<file path="src/rtl/led_mat_pkg.sv">
// Shared types and sizing helpers for the LED_MAT3 HUB scan path.
// Default-configuration widths are kept here; modules derive their own from parameters.
package led_mat_pkg;

  typedef enum logic [1:0] {
    ST_IDLE,
    ST_SHIFT,
    ST_BLANK,
    ST_DISPLAY
  } scan_state_e;

  localparam logic LATCH_ICN2038 = 1'b1;
  localparam logic LATCH_MBI5124 = 1'b0;

  // Index width for n items, never below one bit.
  function automatic int unsigned bits_for(input int unsigned n);
    return (n <= 1) ? 1 : $clog2(n);
  endfunction

  // Wide enough to hold BASE_TICKS << (planes-1) without wrapping.
  function automatic int unsigned disp_cnt_bits(input int unsigned base_ticks,
                                                input int unsigned planes);
    return $clog2(base_ticks) + planes;
  endfunction

  localparam int unsigned ROW_BITS      = bits_for(30);
  localparam int unsigned PLANE_BITS    = bits_for(8);
  localparam int unsigned DISP_CNT_BITS = disp_cnt_bits(16, 8);

endpackage

</file>
<file path="src/rtl/hub_bcm_timer.sv">
// Binary-code-modulation display timer: loaded with (BASE_TICKS << plane) - 1,
// counts down to zero; done is high on the final display cycle.
module hub_bcm_timer
  import led_mat_pkg::*;
#(
  parameter int unsigned PLANES     = 8,
  parameter int unsigned BASE_TICKS = 16,
  localparam int unsigned PLANE_W   = bits_for(PLANES),
  localparam int unsigned DISP_W    = disp_cnt_bits(BASE_TICKS, PLANES)
) (
  input  logic               clk,
  input  logic               rst,
  input  logic               load,
  input  logic [PLANE_W-1:0] plane,
  output logic               done
);

  logic [DISP_W-1:0] cnt;
  logic [DISP_W-1:0] base_v;

  assign base_v = DISP_W'(BASE_TICKS);

  always_ff @(posedge clk) begin
    if (rst) begin
      cnt <= '0;
    end else if (load) begin
      cnt <= (base_v << plane) - DISP_W'(1);
    end else if (cnt != '0) begin
      cnt <= cnt - DISP_W'(1);
    end
  end

  assign done = (cnt == '0);

endmodule

</file>
<file path="src/rtl/hub_scan_ctrl.sv">
// HUB scan sequencer: per row, per bit plane: shift a row, blank, latch,
// update row address, then display for BASE_TICKS << plane cycles.
module hub_scan_ctrl
  import led_mat_pkg::*;
#(
  parameter int unsigned COLS         = 120,
  parameter int unsigned ROWS         = 30,
  parameter int unsigned PLANES       = 8,
  parameter int unsigned BASE_TICKS   = 16,
  parameter int unsigned BLANK_CYCLES = 4,
  localparam int unsigned ROW_W       = bits_for(ROWS),
  localparam int unsigned COL_W       = bits_for(COLS),
  localparam int unsigned PLANE_W     = bits_for(PLANES),
  localparam int unsigned SH_W        = COL_W + 1,
  localparam int unsigned BLK_W       = bits_for(BLANK_CYCLES)
) (
  input  logic               MCLK_IN,
  input  logic               RESET,
  input  logic               ENABLE,
  input  logic               LATCH_POS,
  output logic               RD_EN,
  output logic [ROW_W-1:0]   RD_ROW,
  output logic [COL_W-1:0]   RD_COL,
  output logic [PLANE_W-1:0] RD_PLANE,
  output logic               HUB_CLK,
  output logic               HUB_LATCH,
  output logic               HUB_OE,
  output logic [4:0]         HUB_ADDR,
  output logic               FRAME_DONE,
  output logic               BUSY
);

  localparam logic [SH_W-1:0]    SH_LAST    = SH_W'(2 * COLS - 1);
  localparam logic [SH_W-1:0]    SH_LATCH   = SH_W'(2 * COLS - 2);
  localparam logic [BLK_W-1:0]   BLK_LAST   = BLK_W'(BLANK_CYCLES - 1);
  localparam logic [ROW_W-1:0]   ROW_LAST   = ROW_W'(ROWS - 1);
  localparam logic [PLANE_W-1:0] PLANE_LAST = PLANE_W'(PLANES - 1);

  scan_state_e        state, state_n;
  logic [SH_W-1:0]    sh_cnt, sh_cnt_n;
  logic [BLK_W-1:0]   blk_cnt, blk_cnt_n;
  logic [ROW_W-1:0]   row, row_n;
  logic [PLANE_W-1:0] plane, plane_n;
  logic               lpos, lpos_n;
  logic               tmr_load, tmr_done;
  logic               frame_done_n, first_blank, latch_n;

  hub_bcm_timer #(
    .PLANES     (PLANES),
    .BASE_TICKS (BASE_TICKS)
  ) u_timer (
    .clk   (MCLK_IN),
    .rst   (RESET),
    .load  (tmr_load),
    .plane (plane),
    .done  (tmr_done)
  );

  always_comb begin
    state_n      = state;
    sh_cnt_n     = sh_cnt;
    blk_cnt_n    = blk_cnt;
    row_n        = row;
    plane_n      = plane;
    lpos_n       = lpos;
    tmr_load     = 1'b0;
    frame_done_n = 1'b0;
    unique case (state)
      ST_IDLE: begin
        if (ENABLE) begin
          lpos_n   = LATCH_POS;
          row_n    = '0;
          plane_n  = '0;
          sh_cnt_n = '0;
          state_n  = ST_SHIFT;
        end
      end
      ST_SHIFT: begin
        if (sh_cnt == SH_LAST) begin
          blk_cnt_n = '0;
          state_n   = ST_BLANK;
        end else begin
          sh_cnt_n = sh_cnt + SH_W'(1);
        end
      end
      ST_BLANK: begin
        if (blk_cnt == BLK_LAST) begin
          tmr_load = 1'b1;
          state_n  = ST_DISPLAY;
        end else begin
          blk_cnt_n = blk_cnt + BLK_W'(1);
        end
      end
      ST_DISPLAY: begin
        if (tmr_done) begin
          sh_cnt_n = '0;
          state_n  = ST_SHIFT;
          if (plane != PLANE_LAST) begin
            plane_n = plane + PLANE_W'(1);
          end else begin
            plane_n = '0;
            if (row != ROW_LAST) begin
              row_n = row + ROW_W'(1);
            end else begin
              // Frame boundary: the only point where ENABLE and LATCH_POS take effect.
              row_n        = '0;
              frame_done_n = 1'b1;
              if (ENABLE) lpos_n = LATCH_POS;
              else        state_n = ST_IDLE;
            end
          end
        end
      end
      default: state_n = ST_IDLE;
    endcase

    first_blank = (state == ST_SHIFT) && (state_n == ST_BLANK);
    latch_n     = ((state_n == ST_SHIFT) && (lpos_n == LATCH_ICN2038) && (sh_cnt_n >= SH_LATCH))
               || (first_blank && (lpos_n == LATCH_MBI5124));
  end

  // RD_EN is a one-cycle read strobe for column RD_COL; the line buffer returns
  // data one cycle later, i.e. during the HUB_CLK=1 half of that column pair.
  always_ff @(posedge MCLK_IN) begin
    if (RESET) begin
      state      <= ST_IDLE;
      sh_cnt     <= '0;
      blk_cnt    <= '0;
      row        <= '0;
      plane      <= '0;
      lpos       <= 1'b0;
      RD_EN      <= 1'b0;
      RD_ROW     <= '0;
      RD_COL     <= '0;
      RD_PLANE   <= '0;
      HUB_CLK    <= 1'b0;
      HUB_LATCH  <= 1'b0;
      HUB_OE     <= 1'b1;
      HUB_ADDR   <= '0;
      FRAME_DONE <= 1'b0;
      BUSY       <= 1'b0;
    end else begin
      state      <= state_n;
      sh_cnt     <= sh_cnt_n;
      blk_cnt    <= blk_cnt_n;
      row        <= row_n;
      plane      <= plane_n;
      lpos       <= lpos_n;
      RD_EN      <= (state_n == ST_SHIFT) && !sh_cnt_n[0];
      RD_COL     <= (state_n == ST_SHIFT) ? sh_cnt_n[SH_W-1:1] : '0;
      RD_ROW     <= row_n;
      RD_PLANE   <= plane_n;
      HUB_CLK    <= (state_n == ST_SHIFT) && sh_cnt_n[0];
      HUB_LATCH  <= latch_n;
      HUB_OE     <= (state_n != ST_DISPLAY);
      if (first_blank) HUB_ADDR <= 5'(row_n);
      FRAME_DONE <= frame_done_n;
      BUSY       <= (state_n != ST_IDLE);
    end
  end

endmodule

</file>
<file path="config.mk">
export PLATFORM = sky130hd
export DESIGN_NAME = hub_scan_ctrl
export DESIGN_NICKNAME = d
export VERILOG_FILES = /design/src/rtl/led_mat_pkg.sv /design/src/rtl/hub_bcm_timer.sv /design/src/rtl/hub_scan_ctrl.sv
export SDC_FILE = /design/constraint.sdc
export NUM_CORES = 1
export LEC_CHECK = 0
export ABC_AREA = 1
export BUFFER_PORTS_ARGS = -buffer_cell sky130_fd_sc_hd__buf_4
export CORE_ASPECT_RATIO = 1.5
export CORE_MARGIN = 10
export CORE_UTILIZATION = 44
export DETAILED_ROUTE_END_ITERATION = 16
export HOLD_SLACK_MARGIN = 0.05
export PLACE_DENSITY = 0.65
export SKIP_CTS_REPAIR_TIMING = 1
export SYNTH_ARGS = -nofsm -noshare
export SYNTH_HDL_FRONTEND = slang
export SYNTH_HIERARCHICAL = 1
export SYNTH_SLANG_ARGS = --single-unit
</file>
<file path="constraint.sdc">
create_clock -name MCLK_IN -period 2.1 [get_ports MCLK_IN]
set_input_delay 0.42 -clock MCLK_IN [delete_from_list [all_inputs] [get_ports MCLK_IN]]
set_output_delay 0.42 -clock MCLK_IN [all_outputs]
set_load 0.03 [all_outputs]
</file>
==> flow_metrics.tcl, run 1 <==
set metrics [dict create \
    place_hpwl_mm 5.18 \
    final_nets 455 \
    status "finished clean" \
    cts_buffers 5 \
    avgSynthCellArea_um2 7.08 \
    dieArea_mm2 0.0100 \
    fin_cells 515 \
    hold_viol 0 \
    setup_viol 0 \
    cp.depth 14 \
    ys_seq_area_frac 0.365 \
    cpPeakStageDelay_ns 0.36 \
    holdWs_ns 0.484 \
    clk_pin_slew_ns 0.10 \
    syn_inst 395 \
    crit_chain "nor4_4 > and2_4 > inv_2 > nand2_4 > nand2_2 > a21oi_2 > nand2_1 > nand2_1 > nand2_2 > nor2_1 > nand3_1 > nor2_1 > nand2_1 > a21oi_2" \
    period_needed_ns 1.95 \
    first_global_vias 2646 \
    synth_top_area_frac 0.365 \
    final_cell_area_mm2 0.00335 \
    drc 0 \
    rows 35 \
    ir_drop_mv 0.510 \
    die_width_um 85.1 \
    ant_nets 0 \
    hold_depth 2 \
    place.gp.congestion 0.948 \
    synth_edf_count 0 \
    start_util 0.453 \
    rsz0062_at_grt "yes" \
    tightest_slew_ns 0.335 \
    vias 2571 \
    ys_warn_count 6 \
    drt-total-wl_mm 6.65 \
    htreeDepth 2 \
    routedWlPerCell_um 12.9 \
    synth_top_cell_by_area "dfxtp_1" \
    die_y_um 118 \
    reg2reg_depth 14 \
    cts_tree "done" \
    timing.max_cap.violations 0 \
    syn_area_mm2 0.00280 \
    hold_class "input port to flop" \
    yosys_register_bits 51 \
    syn_nets 410 \
    synth_area_leaders "dfxtp_1 36%, nand2_1 10%, nor2_1 8.1%" \
    root_buffer "clkbuf_8" \
    slew_violations 0 \
    crit_top_cell "nand2_1" \
    final_core_util 0.542 \
    track_usage 0.136 \
    drtPass1Iterations 4 \
    cellPowerDensity_mw_per_mm2 855 \
    grt_antenna_before_repair 0 \
    synth_cell_types 43 \
    cts_buffer_depth 2 \
    ys.flop_type "dfxtp_1" \
    post-route-period-util 0.929 \
    drt-vias-per-instance 4.99 \
    core_mm2 0.00617 \
    syn_to_final_growth_pct 19.7 \
    p_leak_nw 1.50 \
    setup.worst_path.start_class "flop" \
    cts.sinks 51 \
    critPathRequiredTime_ns 2.35 \
    critPathCaptureType "flop" \
    numPortBuffers 29 \
    finalClockSkew_ns 0.00671 \
    fill_cells 599 \
    io_pins 30 \
    drive_gt1_frac 0.254 \
    num_antenna_cells 0 \
    setup.worst_path.class "flop to flop" \
    drt-initial-drc-count 104 \
    grt_overflow 0 \
    cp_slowest_cell "dfxtp_1" \
    dp_cells 506 \
    max-slew-margin-rel 0.775 \
    grt_pass1_wl_mm 11.8 \
    layout_common_cells "75 x nand2_1, 58 x nor2_1, 49 x dfxtp_1" \
    layout_commonest_cell "nand2_1" \
    arrival_ns 2.20 \
    insertion_delay_ns 0.31 \
    worst-path-buf-inv 1 \
    grt_max_degree 30 \
    maxClockFrequency_mhz 513 \
    final.setup.tns_ns 0 \
    placed_area_mm2 0.00317 \
    crit_family "simple AND/OR/NAND/NOR gates" \
    async_flop_share 0 \
    critical_path.max_fanout 4 \
]
[through the flow]
step	setup WS (ns)	total power, mW
after detailed placement	-0.104	2.10
after floorplan	0.00223	1.87
after global placement	-0.129	2.10
after CTS	-0.182	2.82
after global routing	-0.0394	3.06
final	0.149	2.86
[registers in the layout, summed over array words and instances (netlist names)]
| name | flops |
|---|---|
| u_timer/cnt | 12 |
| sh_cnt | 8 |
| RD_COL | 7 |
| HUB_ADDR | 5 |
| row | 5 |
| plane | 3 |
| blk_cnt | 2 |
| state | 2 |
| BUSY | 1 |
| FRAME_DONE | 1 |
| HUB_CLK | 1 |
| HUB_LATCH | 1 |
| HUB_OE | 1 |
| RD_EN | 1 |
| lpos | 1 |
[layer usage]
layer | track usage | vias to the layer above | wire (um)
met5 | 0 | - | 0
met4 | 0.0568 | 0 | 162
met3 | 0.0305 | 15 | 218
met2 | 0.252 | 38 | 3560
met1 | 0.140 | 1171 | 2710
li1 | - | 1347 | -
[path summary, 6_finish.rpt]
kind                                             startpoint  slack [ns]                           end
worst min-delay path                                  RESET        0.48  u_timer/cnt[11]$_SDFFE_PP0P_
worst max register to register  u_timer/cnt[7]$_SDFFE_PP0P_        0.15          HUB_LATCH$_SDFF_PP0_
worst max-delay path            u_timer/cnt[7]$_SDFFE_PP0P_        0.15          HUB_LATCH$_SDFF_PP0_
worst min register to register      blk_cnt[1]$_SDFFE_PP0P_        0.51       blk_cnt[1]$_SDFFE_PP0P_
[cell type report]
class | instances | area, um2 | area share
Tap cell | 74 | 92.6 | 0.0277
Timing Repair Buffer | 43 | 323 | 0.0964
Inverter | 56 | 218 | 0.0650
Clock buffer | 5 | 68.8 | 0.0206
Clock inverter | 3 | 47.5 | 0.0142
Sequential cell | 51 | 1020 | 0.306
Multi-Input combinational cell | 283 | 1580 | 0.470
[synthesized netlist by cell type, types with 2 or more instances]
cell type / number
nor2_1: 60
inv_1: 46
a22oi_1: 3
nor2_4: 7
nand2_4: 2
a21oi_1: 21
nand3b_1: 2
clkbuf_1: 2
inv_2: 8
ha_1: 11
nand3_1: 23
xor2_1: 2
nor3_1: 4
dfxtp_1: 51
o21ai_0: 10
buf_6: 2
nand2_2: 18
o22ai_1: 2
xnor2_1: 3
nor2_2: 3
o211ai_1: 3
o21ai_1: 10
nand2_1: 77
o21ai_2: 2
nand4_1: 2
nand3_2: 4
[power breakdown]
group	leakage (nW)	total (mW)	internal [mW]	switching [mW]
combinational	1.03	1.04	0.402	0.635
sequential	0.415	1.11	1.06	0.0548
clock	0.0587	0.715	0.362	0.353
total	1.50	2.86	1.82	1.04
[cells by family after synthesis]
logic type | after synthesis | synth area share
buffers and inverters | 61 | 0.0903
AND/OR/NAND/NOR | 206 | 0.350
flip-flops | 51 | 0.365
adder cells (fa/ha/maj) | 11 | 0.0492
multiplexers | 1 | 0.00402
XOR/XNOR | 5 | 0.0157
AO/OA/AOI/OAI | 60 | 0.126
No activity file was read; power rests on OpenSTA's default activity.
==> run 2, diff against run 1 <==
--- a/config.mk
+++ b/config.mk
@@ -7,12 +7,14 @@
 export LEC_CHECK = 0
 export ABC_AREA = 1
 export BUFFER_PORTS_ARGS = -buffer_cell sky130_fd_sc_hd__buf_4
+export CELL_PAD_IN_SITES_DETAIL_PLACEMENT = 0
+export CELL_PAD_IN_SITES_GLOBAL_PLACEMENT = 1
 export CORE_ASPECT_RATIO = 1.5
 export CORE_MARGIN = 10
-export CORE_UTILIZATION = 44
+export CORE_UTILIZATION = 42
 export DETAILED_ROUTE_END_ITERATION = 16
 export HOLD_SLACK_MARGIN = 0.05
-export PLACE_DENSITY = 0.65
+export PLACE_DENSITY_LB_ADDON = 0.1
 export SKIP_CTS_REPAIR_TIMING = 1
 export SYNTH_ARGS = -nofsm -noshare
 export SYNTH_HDL_FRONTEND = slang
==> constraint.sdc (replaced) <==
create_clock -name MCLK_IN -period 1.99 [get_ports MCLK_IN]
set_input_delay 0.398 -clock MCLK_IN [delete_from_list [all_inputs] [get_ports MCLK_IN]]
set_output_delay 0.398 -clock MCLK_IN [all_outputs]
set_load 0.03 [all_outputs]
==> flow_metrics.tcl, run 2 (synthesis gave the netlist of run 1 again) <==
set metrics [dict create \
    status "finished clean" \
    p_sw_frac 0.368 \
    combinationalPowerShare 0.419 \
    p_leak_nw 1.60 \
    ir_drop_mv 0.404 \
    final.setup.tns_ns 0 \
    place_hpwl_mm 5.79 \
    period_needed_ns 1.90 \
    dp_cells 531 \
    die_y_um 120 \
    dieArea_mm2 0.0104 \
    placed_area_mm2 0.00336 \
    p_clk_frac 0.194 \
    post-route-period-util 0.953 \
    drt-vias-per-instance 4.96 \
    finalClockSkew_ns 0.00664 \
    final_nets 478 \
    fin_cells 540 \
    rsz0062_at_grt "yes" \
    hold_viol 0 \
    final_cell_area_mm2 0.00358 \
    drt-total-wl_mm 7.32 \
    layout_commonest_cell "nand2_1" \
    start_util 0.431 \
    setup_viol 0 \
    setup.worst_path.class "flop to flop" \
    grt_max_degree 20 \
    final_core_util 0.552 \
    total_power_mw 3.02 \
    timing.max_cap.violations 0 \
    tightest_slew_ns 0.278 \
    num_antenna_cells 0 \
    routedWlPerCell_um 13.6 \
    maxClockFrequency_mhz 527 \
    max-slew-margin-rel 0.813 \
    hold_class "input port to flop" \
    drt-initial-drc-count 121 \
    seq_area_mm2 0.00103 \
    cts_tree "done" \
    place.gp.congestion 0.907 \
    cellPowerDensity_mw_per_mm2 843 \
    setup.worst_path.start_class "flop" \
    syn_to_final_growth_pct 28.1 \
    grt_pass1_wl_mm 12.1 \
    die_width_um 86.6 \
    r2r_slack_ns 0.09 \
    critPathCaptureType "flop" \
    grt_overflow 0 \
    cts_buffers 5 \
    grt_antenna_before_repair 0 \
    cts.sinks 51 \
    rows 36 \
    slew_violations 0 \
    root_buffer "clkbuf_8" \
    setup_slack_ns 0.0940 \
    power.switching_mw 1.11 \
    reg_top3 "u_timer/cnt x12, sh_cnt x8, RD_COL x7" \
    cts_buffer_depth 2 \
    clk_pin_slew_ns 0.09 \
    ant_nets 0 \
    post-place-ws_ns -0.0414 \
    critPathRequiredTime_ns 2.18 \
    drive_gt1_frac 0.319 \
    io_pins 30 \
    first_global_vias 2724 \
    seqPwrFrac 0.387 \
    power.internal_mw 1.91 \
    htreeDepth 2 \
    largest_register_ffs 12 \
    drtPass1Iterations 4 \
    arrival_ns 2.09 \
    layout_common_cells "75 x nand2_1, 64 x buf_4, 56 x nor2_1" \
    holdWs_ns 0.428 \
    fill_cells 673 \
    multi_input_area_mm2 0.00165 \
    insertion_delay_ns 0.30 \
    largest_register "u_timer/cnt" \
    vias 2681 \
    drc 0 \
    critical_path.max_fanout 5 \
    numPortBuffers 29 \
    track_usage 0.140 \
    core_mm2 0.00649 \
]
## run 2: power by group through the flow
stage | clock, mW | combinational [mW] | sequential (mW)
3_5_place_dp | 0 | 1.17 | 1.18
4_1_cts | 0.611 | 1.18 | 1.16
3_3_place_gp | 0 | 1.16 | 1.18
6_report | 0.586 | 1.27 | 1.17
2_1_floorplan | 0 | 0.786 | 1.19
5_1_grt | 0.641 | 1.41 | 1.18
## run 2: critical path, cell delays in order (launching register included)
cell and delay [ns]:
dfxtp_2 0.36, buf_4 0.14, inv_1 0.08, ha_1 0.20
nand2_1 0.13, inv_1 0.10, or2_2 0.35, a21oi_2 0.14
o21ai_2 0.07, nand3_1 0.07, nor2_1 0.04, nand2_1 0.06
a21oi_2 0.05
## run 2: worst paths after layout
kind	from	depth (start not counted)	to
worst max-delay path	state[1]$_SDFF_PP0_	12	HUB_LATCH$_SDFF_PP0_
worst min-delay path	RESET	2	HUB_LATCH$_SDFF_PP0_
worst max register to register	state[1]$_SDFF_PP0_	12	HUB_LATCH$_SDFF_PP0_
worst min register to register	blk_cnt[1]$_SDFFE_PP0P_	2	blk_cnt[1]$_SDFFE_PP0P_
## run 2: per-layer routing
metal / vias up / wire, um / global-route usage
met3: 15 / 244 / 0.0264
li1: 1398 / - / -
met2: 35 / 4070 / 0.262
met1: 1233 / 2830 / 0.145
met4: 0 / 170 / 0.0600
met5: - / 0 / 0
## run 2: area by class of cell
type                    count  share of cell area
flip-flops and latches     51               0.286
inverters                  56              0.0615
multi-input cells         283               0.459
well taps                  76              0.0265
clock inverters             2             0.00349
repair buffers             66               0.143
clock buffers               6              0.0203
